`src/rtl/receiver_output_reader.sv`:
```
// Read side of the receiver sample RAM: follows writer progress, issues RAM
// reads in arrival order, and streams samples out through a two-entry skid
// buffer. A writer lap-around is flagged as a sticky overflow, and the reader
// then restarts at the newest sample.
module receiver_output_reader #(
    parameter int DATA_W = 16,
    parameter int ADDR_W = 16
) (
    input  logic              clk,
    input  logic              rst,
    input  logic              enable,
    input  logic [ADDR_W-1:0] write_addr,
    input  logic              write_en,
    output logic [ADDR_W-1:0] read_addr,
    output logic              read_en,
    input  logic [DATA_W-1:0] read_data,
    output logic [DATA_W-1:0] out_data,
    output logic              out_valid,
    input  logic              out_ready,
    output logic              overflow,
    input  logic              clear_ovf
);

    localparam logic [ADDR_W:0] DEPTH = {1'b1, {ADDR_W{1'b0}}};

    typedef enum logic [1:0] {
        IDLE   = 2'd0,
        STREAM = 2'd1,
        RESYNC = 2'd2
    } state_t;

    state_t              state_q, state_d;
    logic [ADDR_W-1:0]   rd_ptr_q, rd_ptr_d;
    logic [ADDR_W:0]     avail_q, avail_d;
    logic                inflight_q, inflight_d;
    logic [1:0]          cnt_q, cnt_d;
    logic [DATA_W-1:0]   buf0_q, buf0_d;
    logic [DATA_W-1:0]   buf1_q, buf1_d;
    logic                ovf_q, ovf_d;

    logic                ovf_evt;
    logic                pop;
    logic                push;
    logic                issue;
    logic [1:0]          occ;

    // Issue decision and overflow detection. The occupancy test counts the
    // entry leaving this cycle, so back-to-back reads sustain one sample
    // per cycle while the skid buffer never exceeds two entries.
    always_comb begin
        ovf_evt = write_en && (avail_q == DEPTH);
        pop     = (cnt_q != 2'd0) && out_ready;
        push    = inflight_q;
        occ     = cnt_q - {1'b0, pop} + {1'b0, inflight_q};
        issue   = (state_q == STREAM) && (avail_q != '0) && (occ < 2'd2);
    end

    // Next-state for the FSM, read pointer, unread count and overflow flag.
    always_comb begin
        state_d    = state_q;
        rd_ptr_d   = rd_ptr_q;
        avail_d    = avail_q;
        inflight_d = issue;
        ovf_d      = ovf_q;

        case (state_q)
            IDLE:    state_d = enable ? STREAM : IDLE;
            STREAM:  state_d = enable ? STREAM : IDLE;
            RESYNC:  state_d = enable ? STREAM : IDLE;
            default: state_d = IDLE;
        endcase

        if (issue) begin
            rd_ptr_d = rd_ptr_q + 1'b1;
        end

        case ({write_en, issue})
            2'b10:   avail_d = avail_q + 1'b1;
            2'b01:   avail_d = avail_q - 1'b1;
            default: avail_d = avail_q;
        endcase

        if (clear_ovf) begin
            ovf_d = 1'b0;
        end

        // Writer lapped the reader: jump to the sample being written now
        // and drop everything already fetched.
        if (ovf_evt) begin
            state_d    = RESYNC;
            rd_ptr_d   = write_addr;
            avail_d    = {{ADDR_W{1'b0}}, 1'b1};
            inflight_d = 1'b0;
            ovf_d      = 1'b1;
        end
    end

    // Skid buffer next-state: entry 0 is always the oldest sample.
    always_comb begin
        buf0_d = buf0_q;
        buf1_d = buf1_q;
        cnt_d  = cnt_q;
        if (ovf_evt) begin
            cnt_d = 2'd0;
        end else begin
            case ({push, pop})
                2'b10: begin
                    if (cnt_q == 2'd0) begin
                        buf0_d = read_data;
                    end else begin
                        buf1_d = read_data;
                    end
                    cnt_d = cnt_q + 2'd1;
                end
                2'b01: begin
                    buf0_d = buf1_q;
                    cnt_d  = cnt_q - 2'd1;
                end
                2'b11: begin
                    if (cnt_q == 2'd1) begin
                        buf0_d = read_data;
                    end else begin
                        buf0_d = buf1_q;
                        buf1_d = read_data;
                    end
                end
                default: cnt_d = cnt_q;
            endcase
        end
    end

    // Control state registers.
    always_ff @(posedge clk or posedge rst) begin
        if (rst) begin
            state_q    <= IDLE;
            rd_ptr_q   <= '0;
            avail_q    <= '0;
            inflight_q <= 1'b0;
            cnt_q      <= 2'd0;
            ovf_q      <= 1'b0;
        end else begin
            state_q    <= state_d;
            rd_ptr_q   <= rd_ptr_d;
            avail_q    <= avail_d;
            inflight_q <= inflight_d;
            cnt_q      <= cnt_d;
            ovf_q      <= ovf_d;
        end
    end

    // Skid buffer storage; cleared on reset so out_data starts at zero.
    always_ff @(posedge clk or posedge rst) begin
        if (rst) begin
            buf0_q <= '0;
            buf1_q <= '0;
        end else begin
            buf0_q <= buf0_d;
            buf1_q <= buf1_d;
        end
    end

    // Output mapping.
    always_comb begin
        read_en   = issue;
        read_addr = rd_ptr_q;
        out_data  = buf0_q;
        out_valid = (cnt_q != 2'd0);
        overflow  = ovf_q;
    end

endmodule

```
`config.mk`:
```
export PLATFORM = sky130hd
export DESIGN_NAME = receiver_output_reader
export DESIGN_NICKNAME = d
export VERILOG_FILES = /design/src/rtl/receiver_output_reader.sv
export SDC_FILE = /design/constraint.sdc
export NUM_CORES = 1
export LEC_CHECK = 0
export ABC_AREA = 1
export ABC_CLOCK_PERIOD_IN_PS = 6700
export CORE_MARGIN = 2
export CORE_UTILIZATION = 30
export DETAILED_ROUTE_END_ITERATION = 10
export PLACE_DENSITY = 0.55
export SETUP_SLACK_MARGIN = 0.02
export SLEW_MARGIN = 20
export SYNTH_ARGS = -nofsm -noshare
export SYNTH_HDL_FRONTEND = slang
export SYNTH_SLANG_ARGS = --single-unit
```
`constraint.sdc`:
```
create_clock -name clk -period 6.7 [get_ports clk]
set_clock_uncertainty 0.2 [all_clocks]
set_input_delay 1.34 -clock clk [delete_from_list [all_inputs] [get_ports clk]]
set_output_delay 1.34 -clock clk [all_outputs]
set_load 0.03 [all_outputs]
```
==> impl_metrics.env, run 1 <==
export IMPL_nNetsFinal=676
export IMPL_wirelength_um=10200
export IMPL_crit_path_start_kind="input port"
export IMPL_cts_root_buffer="clkbuf_16"
export IMPL_power_density_nw_per_um2=487
export IMPL_postCtsHoldBufs=0
export IMPL_relSlewSlack=0.329
export IMPL_final_min_clock_period_ns=4.77
export IMPL_worst_slew_pin_slew_ns=1.00
export IMPL_ys_flop_type="dfrtp_1"
export IMPL_grt_usage=0.142
export IMPL_diodes=0
export IMPL_routedWlPerCell_um=12.7
export IMPL_crit_path_frequent_cell="nand2_1"
export IMPL_synth_xor_area_share=0.0518
export IMPL_irDropWorstVdd_v=0.000165
export IMPL_fp_dieH_um=123
export IMPL_syn_nets=605
export IMPL_synth_most_common_cell="nand2_1"
export IMPL_rsz0062_at_grt="false"
export IMPL_cts_sinks=71
export IMPL_power_frac_clock=0.216
export IMPL_synth_async_reset_ratio=1.00
export IMPL_numCtsBuffers=9
export IMPL_hold_path_class="flip-flop to flip-flop"
export IMPL_cpMaxStageDelayCell="clkdlybuf4s50_1"
export IMPL_synth_top_area_cell="dfrtp_1"
export IMPL_dr_pass1_iters=4
export IMPL_maxCapViolCount=0
export IMPL_die_w_um=123
export IMPL_h_tree_depth=3
export IMPL_area_growth_pct=29.8
export IMPL_switching_share=0.427
export IMPL_synth_top_cell_area_share=0.420
export IMPL_synth_seq_area_share=0.420
export IMPL_r2r_start="cnt_q[1]"
export IMPL_cp_arrival_ns=3.23
export IMPL_p_switching_w=0.00114
export IMPL_synth_area_leaders="dfrtp_1, nand2_1, nand3_1"
export IMPL_status="finished, final reports clean"
export IMPL_drc=0
export IMPL_postCtsSetupBuffers=0
export IMPL_synthSimpleGateAreaFrac=0.268
export IMPL_ctsResizeCount=0
export IMPL_cp_end_kind="primary output"
export IMPL_grt_pass1_vias=3580
export IMPL_cts_tree="built"
export IMPL_port_buffers=72
export IMPL_hold_start="out_data[0]"
export IMPL_p_leak_nw=2.60
export IMPL_seqPwrFrac=0.286
export IMPL_cp_data_required_time_ns=5.16
export IMPL_cp_num_buf_inv=2
export IMPL_crit_type="input port to primary output"
export IMPL_intPower_w=0.00153
export IMPL_fin_tns_setup_ns=0
export IMPL_fmax_mhz=210
export IMPL_cp_cell_sequence="clkdlybuf4s50_1 -> nand3_1 -> nand2_1 -> nand2_1 -> nand2_1 -> nand2_1 -> nor2_4 -> clkdlybuf4s50_1"
export IMPL_hold_viol_final=0
export IMPL_die_area_um2=15000
export IMPL_num_rows=43
export IMPL_clock_latency_ns=0.33
export IMPL_vias_per_cell=4.65
export IMPL_coreArea_um2=13800
export IMPL_synth_compound_area_frac=0.137
export IMPL_avgSynthCellArea_um2=7.71
export IMPL_finalSetupViolCount=0
export IMPL_slowest_delay_ns=0.72
export IMPL_synth_cell_types=32
export IMPL_path_delay_family="buffers and inverters"
export IMPL_clock_path_buffers=2
export IMPL_final_max_slew_viol_count=0
export IMPL_antenna_found_initial=0
export IMPL_synth_area_mux_share=0
export IMPL_dpl_instance_area_um2=5110
export IMPL_grt_pass1_wl_um=17000
export IMPL_setup_worst_path_start="out_ready"
export IMPL_grt_overflow_total=0
export IMPL_synth_edf_count=0
export IMPL_routed_via_count=3738
export IMPL_pin_count=73
export IMPL_syn_inst=548
export IMPL_synthAdderAreaFrac=0.0580
export IMPL_dpl_hpwl_um=7450
export IMPL_antenna_left=0
export IMPL_gp_congestion=0.821
export IMPL_ys_ff_latch=71
export IMPL_drt_iter0_markers=202
export IMPL_final_area_um2=5480
export IMPL_synth_area_um2=4230
export IMPL_clk_pin_slew_ns=0.05
export IMPL_hold_ws_ns=0.279
export IMPL_synth_top_family_by_area="simple AND/OR/NAND/NOR gates"
export IMPL_grt_max_degree=72
export IMPL_start_util=0.306
export IMPL_ys_warn_count=0
export IMPL_synth_common_cells="nand2_1, dfrtp_1, nand3_1, inv_1, o21ai_0"
export IMPL_path_max_fanout=4
export IMPL_fin_crit_sh=0.712
export IMPL_p_comb_frac=0.498
export IMPL_layout_drive_gt1_share=0.0673
## cell type report
| cell class | count | area [um^2] |
|---|---|---|
| clock buffers | 10 | 229 |
| clock inverters | 6 | 133 |
| fillers | 1385 | 8340 |
| inverters | 53 | 199 |
| multi-input cells | 409 | 2170 |
| flip-flops and latches | 71 | 1780 |
| well taps | 180 | 225 |
| repair buffers | 75 | 747 |
## metal layers
metal | up-vias | routed length, um | global-route usage
met3 | 8 | 523 | 0.0358
met5 | - | 0 | 0
li1 | 1933 | - | -
met4 | 0 | 120 | 0.0474
met2 | 88 | 4550 | 0.220
met1 | 1709 | 5050 | 0.193
## kinds of logic (layout without fill, tap and decap cells)
logic type | Yosys count | count (layout)
flip-flops | 71 | 71
XOR/XNOR | 25 | 25
AO/OA/AOI/OAI | 100 | 100
buffers and inverters | 68 | 144
adder cells (fa/ha/maj) | 19 | 19
AND/OR/NAND/NOR | 265 | 265
## through the flow
step / worst slack, ns / cells / util / power (W)
finish: 1.93 / 804 / 0.397 / 0.00267
floorplan: 2.59 / 548 / - / 0.00170
CTS: 1.92 / 803 / 0.396 / 0.00270
global placement: 1.94 / 787 / 0.370 / 0.00208
detailed placement: 1.83 / 787 / 0.370 / 0.00210
global route: 1.82 / 804 / 0.397 / 0.00290
## registers in the layout, summed over array words and instances (netlist names)
| signal | count |
|---|---|
| overflow | 1 |
| avail_q | 17 |
| cnt_q | 2 |
| read_addr | 16 |
| state_q | 2 |
| out_data | 16 |
| inflight_q | 1 |
| buf1_q | 16 |
## worst paths after layout
check                      cells after the start  slack (ns)     endpoint
max                                            8        1.93      read_en
min                                            2        0.28  out_data[0]
max reg2reg                                   21        2.89  avail_q[14]
min reg2reg                                    2        0.28  out_data[0]
max in group asynchronous                      3        4.29   buf1_q[13]
min in group asynchronous                      3        1.41    buf1_q[8]
## power groups by stage
stage | Sequential [W] | Combinational, W | Clock (W)
final | 0.000765 | 0.00133 | 0.000577
after detailed placement | 0.000770 | 0.00133 | 0
after CTS | 0.000766 | 0.00134 | 0.000592
after floorplan | 0.000908 | 0.000796 | 0
after global routing | 0.000791 | 0.00149 | 0.000614
after global placement | 0.000770 | 0.00131 | 0
## worst register-to-register path: stages, from the launching register on
cell and delay (ns):
dfrtp_1 0.39, inv_1 0.13, ha_1 0.18, inv_2 0.06, nand2_1 0.09, nand2_1 0.07
nand2_1 0.10, nand2_1 0.07, nand2_1 0.06, nand2_1 0.05, nand4_1 0.06, buf_4 0.26
inv_1 0.30, ha_1 0.46, nand2_1 0.06, o21ai_0 0.35, a21oi_1 0.21, or2_2 0.33
nand2_1 0.07, nand2_1 0.05, nand3_1 0.08, nand2_1 0.06
## cell usage in the layout, fill, tap and decap left out, drive strengths merged, types with 3 or more instances in the layout
cell	synthesis	layout
clkdlybuf4s50	0	72
or2	3	3
a21oi	23	23
o21bai	5	5
o211ai	9	9
nand3	51	51
nor2	35	35
nand2	166	166
o21ai	60	60
xor2	16	16
dfrtp	71	71
xnor2	9	9
ha	18	18
nor3	5	5
clkbuf	5	10
nand4	3	3
bufinv	0	4
buf	10	3
inv	52	52
Power figures use the tool's default switching activity.
==> run 2: changes to the inputs <==
- ABC_CLOCK_PERIOD_IN_PS: 6700 -> 4200
- PLACE_DENSITY: 0.55 -> 0.57
- clock period: 6.7 -> 4.2 ns (I/O delays scaled with it)
==> run 2 against run 1 <==
  * Die area unchanged
  * Clock-buffer cell count up 4
  * Register-to-register slack worse by 2.0 ns
  * Flip-flop and latch count unchanged
  * Wire length up 0.12%
  * Design area about the same
==> impl_metrics.env, run 2 (same netlist as run 1, synthesis figures left out) <==
export IMPL_status="finished, final reports clean"
export IMPL_fp_dieH_um=123
export IMPL_fin_cells=810
export IMPL_p_leak_nw=2.61
export IMPL_irDropWorstVdd_v=0.000305
export IMPL_grt_overflow_total=0
export IMPL_worst_slew_pin_slew_ns=0.997
export IMPL_cts_root_buffer="clkbuf_16"
export IMPL_rsz0062_at_grt="false"
export IMPL_routedWlPerCell_um=12.7
export IMPL_ctsResizeCount=0
export IMPL_clock_latency_ns=0.34
export IMPL_cp_arrival_ns=2.76
export IMPL_cts_sinks=71
export IMPL_n_fill_cell=1400
export IMPL_layout_drive_gt1_share=0.0746
export IMPL_start_util=0.306
export IMPL_finalWorstSetupSlack_ns=0.395
export IMPL_routed_via_count=3776
export IMPL_area_growth_pct=29.9
export IMPL_cp_num_buf_inv=2
export IMPL_antenna_found_initial=0
export IMPL_final_cell_mix="nand2_1, clkdlybuf4s50_1, dfrtp_1, nand3_1, o21ai_0"
export IMPL_postCtsHoldBufs=0
export IMPL_vias_per_cell=4.66
export IMPL_final_min_clock_period_ns=3.80
export IMPL_crit_path_start_kind="input port"
export IMPL_grt_max_degree=38
export IMPL_final_max_slew_viol_count=0
export IMPL_postCtsSetupBuffers=0
export IMPL_numCtsBuffers=9
export IMPL_finalSetupViolCount=0
export IMPL_cts_tree="built"
export IMPL_cpMaxStageDelayCell="clkdlybuf4s50_1"
export IMPL_largest_reg_flops=17
export IMPL_maxCapViolCount=0
export IMPL_nNetsFinal=682
export IMPL_h_tree_depth=3
export IMPL_drc=0
export IMPL_clk_pin_slew_ns=0.05
export IMPL_num_rows=43
export IMPL_cp_data_required_time_ns=3.16
export IMPL_grt_usage=0.146
export IMPL_path_delay_family="buffers and inverters"
export IMPL_wirelength_um=10300
export IMPL_regMostFlops="avail_q"
export IMPL_cp_cell_sequence="clkdlybuf4s50_1 -> nand3_1 -> nand2_1 -> nand2_1 -> nand2_1 -> nand2_1 -> nor2_4 -> clkdlybuf4s50_1"
export IMPL_crit_type="input port to primary output"
export IMPL_place_ws_ns=0.247
export IMPL_drt_iter0_markers=283
export IMPL_dpl_instance_area_um2=5180
export IMPL_diodes=0
export IMPL_path_max_fanout=4
export IMPL_gp_congestion=0.886
export IMPL_slowest_delay_ns=0.73
export IMPL_crit_path_frequent_cell="nand2_1"
export IMPL_dpl_hpwl_um=7510
export IMPL_relSlewSlack=0.334
export IMPL_hold_path_class="flip-flop to flip-flop"
export IMPL_die_area_um2=15000
export IMPL_fin_tns_setup_ns=0
export IMPL_die_w_um=123
export IMPL_grt_pass1_vias=3599
export IMPL_coreArea_um2=13800
export IMPL_dpl_cell_count=794
export IMPL_pin_count=73
export IMPL_final_area_um2=5490
export IMPL_cp_end_kind="primary output"
export IMPL_dr_pass1_iters=4
export IMPL_antenna_left=0
export IMPL_hold_viol_final=0
export IMPL_port_buffers=72
export IMPL_fin_util=0.397
export IMPL_mostFrequentLayoutCell="nand2_1"
export IMPL_power_density_nw_per_um2=756
export IMPL_clock_path_buffers=2
export IMPL_fin_crit_sh=0.906
export IMPL_fmax_mhz=263
export IMPL_grt_pass1_wl_um=17200
==> run 2: cell types whose count changed in the layout (fill, tap and decap cells not counted), sizes merged <==
| cell | before | now |
|---|---|---|
| buf | 3 | 9 |
| bufinv | 4 | 1 |
| clkbuf | 10 | 14 |
| clkinv | 2 | 1 |
==> run 2: cell type report <==
cell class / instances / area [um^2] / area share
clock buffers: 14 / 274 / 0.0499
clock inverters: 2 / 37.5 / 0.00684
inverters: 53 / 199 / 0.0363
well taps: 180 / 225 / 0.0410
repair buffers: 81 / 801 / 0.146
multi-input cells: 409 / 2170 / 0.396
flip-flops and latches: 71 / 1780 / 0.324
==> run 2: final timing paths <==
check / startpoint / endpoint / slack, ns / cells after the start
worst max-delay path: out_ready / read_en / 0.40 / 8
worst min-delay path: buf1_q[1] / buf1_q[1] / 0.28 / 2
worst max register to register: cnt_q[1] / avail_q[14] / 0.86 / 21
worst min register to register: buf1_q[1] / buf1_q[1] / 0.28 / 2
max in group asynchronous: rst / avail_q[8] / 2.35 / 3
min in group asynchronous: rst / buf1_q[9] / 0.78 / 2
==> run 2: power by group <==
group | leakage (nW) | internal [W] | switching (W)
Combinational | 1.57 | 0.000827 | 0.00130
Clock | 0.149 | 0.000509 | 0.000288
Sequential | 0.891 | 0.000993 | 0.000234
==> run 2: routing by layer <==
layer / up-vias / track usage / share of wire
met5: - / 0 / 0
met4: 0 / 0.0496 / 0.013
met3: 13 / 0.0414 / 0.048
met2: 82 / 0.224 / 0.45
met1: 1741 / 0.196 / 0.49
li1: 1940 / - / -
==> run 2: worst min-delay path: stages (launching register included) <==
cell and delay (ns):
dfrtp_1 0.34, nand2_1 0.05, o21ai_0 0.05
==> run 2: stage by stage <==
step | power [W] | hold WS [ns]
after floorplan | 0.00272 | 0.248
after global placement | 0.00334 | 0.263
after detailed placement | 0.00338 | 0.269
after CTS | 0.00420 | 0.282
after global routing | 0.00453 | 0.305
final | 0.00415 | 0.275
==> run 3: changes to the inputs <==
- CORE_UTILIZATION: 30 -> 45
- PLACE_DENSITY: 0.57 -> 0.77
- SLEW_MARGIN: 20 -> 15
==> run 3 against run 2 <==
  * Sequential power hardly changed
  * Worst setup slack better by 0.0091 ns
  * Sequential share of layout area increased by 1.6 points
  * Critical path depth unchanged
  * Wire length shrank 4.1%
  * Largest cell class unchanged
  * First-iteration DRC count shrank 11%
==> impl_metrics.env, run 3 (same netlist as run 1, synthesis figures left out) <==
export IMPL_grt_max_degree=33
export IMPL_irDropWorstVdd_v=0.000325
export IMPL_dr_pass1_iters=4
export IMPL_power_frac_clock=0.128
export IMPL_power_density_nw_per_um2=732
export IMPL_hold_path_class="flip-flop to flip-flop"
export IMPL_maxCapViolCount=0
export IMPL_antenna_found_initial=0
export IMPL_grt_pass1_wl_um=16500
export IMPL_slowest_delay_ns=0.71
export IMPL_area_growth_pct=23.7
export IMPL_final_area_um2=5230
export IMPL_cp_end_kind="primary output"
export IMPL_path_max_fanout=4
export IMPL_p_leak_nw=2.52
export IMPL_wirelength_um=9840
export IMPL_grt_usage=0.200
export IMPL_clock_path_buffers=2
export IMPL_diodes=0
export IMPL_hold_viol_final=0
export IMPL_cts_tree="built"
export IMPL_switching_share=0.473
export IMPL_ctsResizeCount=0
export IMPL_grt_overflow_total=0
export IMPL_antenna_left=0
export IMPL_status="finished, final reports clean"
export IMPL_pin_count=73
export IMPL_largest_reg_flops=17
export IMPL_num_rows=35
export IMPL_routedWlPerCell_um=13.3
export IMPL_crit_path_start_kind="input port"
export IMPL_rsz0062_at_grt="false"
export IMPL_p_switching_w=0.00181
export IMPL_dpl_instance_area_um2=5050
export IMPL_die_w_um=101
export IMPL_postCtsHoldBufs=0
export IMPL_h_tree_depth=3
export IMPL_cp_num_buf_inv=2
export IMPL_start_util=0.459
export IMPL_cp_data_required_time_ns=3.16
export IMPL_vias_per_cell=5.22
export IMPL_final_max_slew_viol_count=0
export IMPL_cpMaxStageDelayCell="clkdlybuf4s50_1"
export IMPL_intPower_w=0.00202
export IMPL_final_min_clock_period_ns=3.80
export IMPL_routed_via_count=3852
export IMPL_mostFrequentLayoutCell="nand2_1"
export IMPL_coreArea_um2=9200
export IMPL_cts_root_buffer="clkbuf_8"
export IMPL_dpl_hpwl_um=7420
export IMPL_fin_crit_sh=0.904
export IMPL_n_fill_cell=868
export IMPL_path_delay_family="buffers and inverters"
export IMPL_fmax_mhz=263
export IMPL_crit_path_frequent_cell="nand2_1"
export IMPL_port_buffers=72
export IMPL_drt_iter0_markers=252
export IMPL_gp_congestion=0.932
export IMPL_nNetsFinal=679
export IMPL_postCtsSetupBuffers=0
export IMPL_crit_type="input port to primary output"
export IMPL_finalSetupViolCount=0
export IMPL_relSlewSlack=0.299
export IMPL_numCtsBuffers=9
export IMPL_regMostFlops="avail_q"
export IMPL_clk_pin_slew_ns=0.07
export IMPL_cp_arrival_ns=2.76
export IMPL_p_comb_frac=0.554
export IMPL_drc=0
export IMPL_layout_drive_gt1_share=0.0734
export IMPL_grt_pass1_vias=3751
export IMPL_cp_cell_sequence="clkdlybuf4s50_1 -> nand3_1 -> nand2_1 -> nand2_1 -> nand2_1 -> nand2_1 -> nor2_4 -> clkdlybuf4s50_1"
export IMPL_seqPwrFrac=0.319
export IMPL_fp_dieH_um=101
export IMPL_die_area_um2=10200
export IMPL_fin_tns_setup_ns=0
export IMPL_clock_latency_ns=0.34
export IMPL_final_cell_mix="nand2_1, clkdlybuf4s50_1, dfrtp_1, nand3_1, o21ai_0"
export IMPL_worst_slew_pin_slew_ns=1.05
export IMPL_cts_sinks=71
-- run 3: cell count changes in the layout (fill, tap and decap cells not counted), moves of 2 or more --
cell       before  now
buf_4           8    6
clkbuf_1        2    0
clkbuf_16       9    0
clkbuf_8        3    9
clkinv_2        0    3
-- run 3: worst paths after layout --
path	cells after the start	to	slack (ns)	start
worst min register to register	2	out_data[13]	0.28	out_data[13]
worst max-delay path	8	read_en	0.40	out_ready
worst min-delay path	2	out_data[13]	0.28	out_data[13]
max in group asynchronous	3	cnt_q[0]	2.35	rst
min in group asynchronous	2	buf1_q[8]	0.67	rst
worst max register to register	20	avail_q[15]	0.78	cnt_q[0]
-- run 3: stage by stage --
step           instances  power (W)   util  worst slack [ns]  hold slack [ns]
6_report             738    0.00383  0.568             0.405            0.280
5_1_grt              738    0.00416  0.568             0.194            0.304
4_1_cts              738    0.00385  0.568             0.398            0.286
3_5_place_dp         722    0.00335  0.550             0.176            0.265
3_3_place_gp         722    0.00327  0.550             0.341            0.265
2_1_floorplan        548    0.00272      -             0.585            0.248
-- run 3: worst register-to-register path, cell delays in order (launching register included) --
cell	delay, ns
dfrtp_1	0.38
inv_1	0.09
ha_1	0.21
inv_2	0.09
nand2_1	0.09
nand2_1	0.09
nand2_1	0.09
nand2_1	0.09
nand2_1	0.05
nand2_1	0.06
nand4_1	0.18
inv_1	0.20
buf_4	0.23
ha_1	0.31
a21oi_1	0.22
o21ai_0	0.13
a21oi_1	0.14
nand2_1	0.07
or2_2	0.28
nand3_1	0.08
nand2_1	0.05
-- run 3: layout make-up --
cell class	instances	area, um^2	share of cell area
multi-input cells	409	2170	0.416
flip-flops and latches	71	1780	0.340
repair buffers	78	766	0.147
inverters	53	199	0.0381
well taps	111	139	0.0266
clock buffers	9	124	0.0237
clock inverters	7	47.5	0.00910
-- run 3: per-layer routing --
metal  vias up  wire length, um  track usage
li1       1940                -            -
met1      1805             4480        0.262
met2        92             4750        0.332
met3        15              471       0.0381
met4         0              139       0.0728
met5         -                0            0
-- run 3: power groups by stage --
stage               logic, W  clock network, W  registers [W]
floorplan            0.00127                 0        0.00145
global placement     0.00205                 0        0.00122
detailed placement   0.00213                 0        0.00123
CTS                  0.00213          0.000502        0.00122
global route         0.00236          0.000533        0.00126
finish               0.00212          0.000488        0.00122
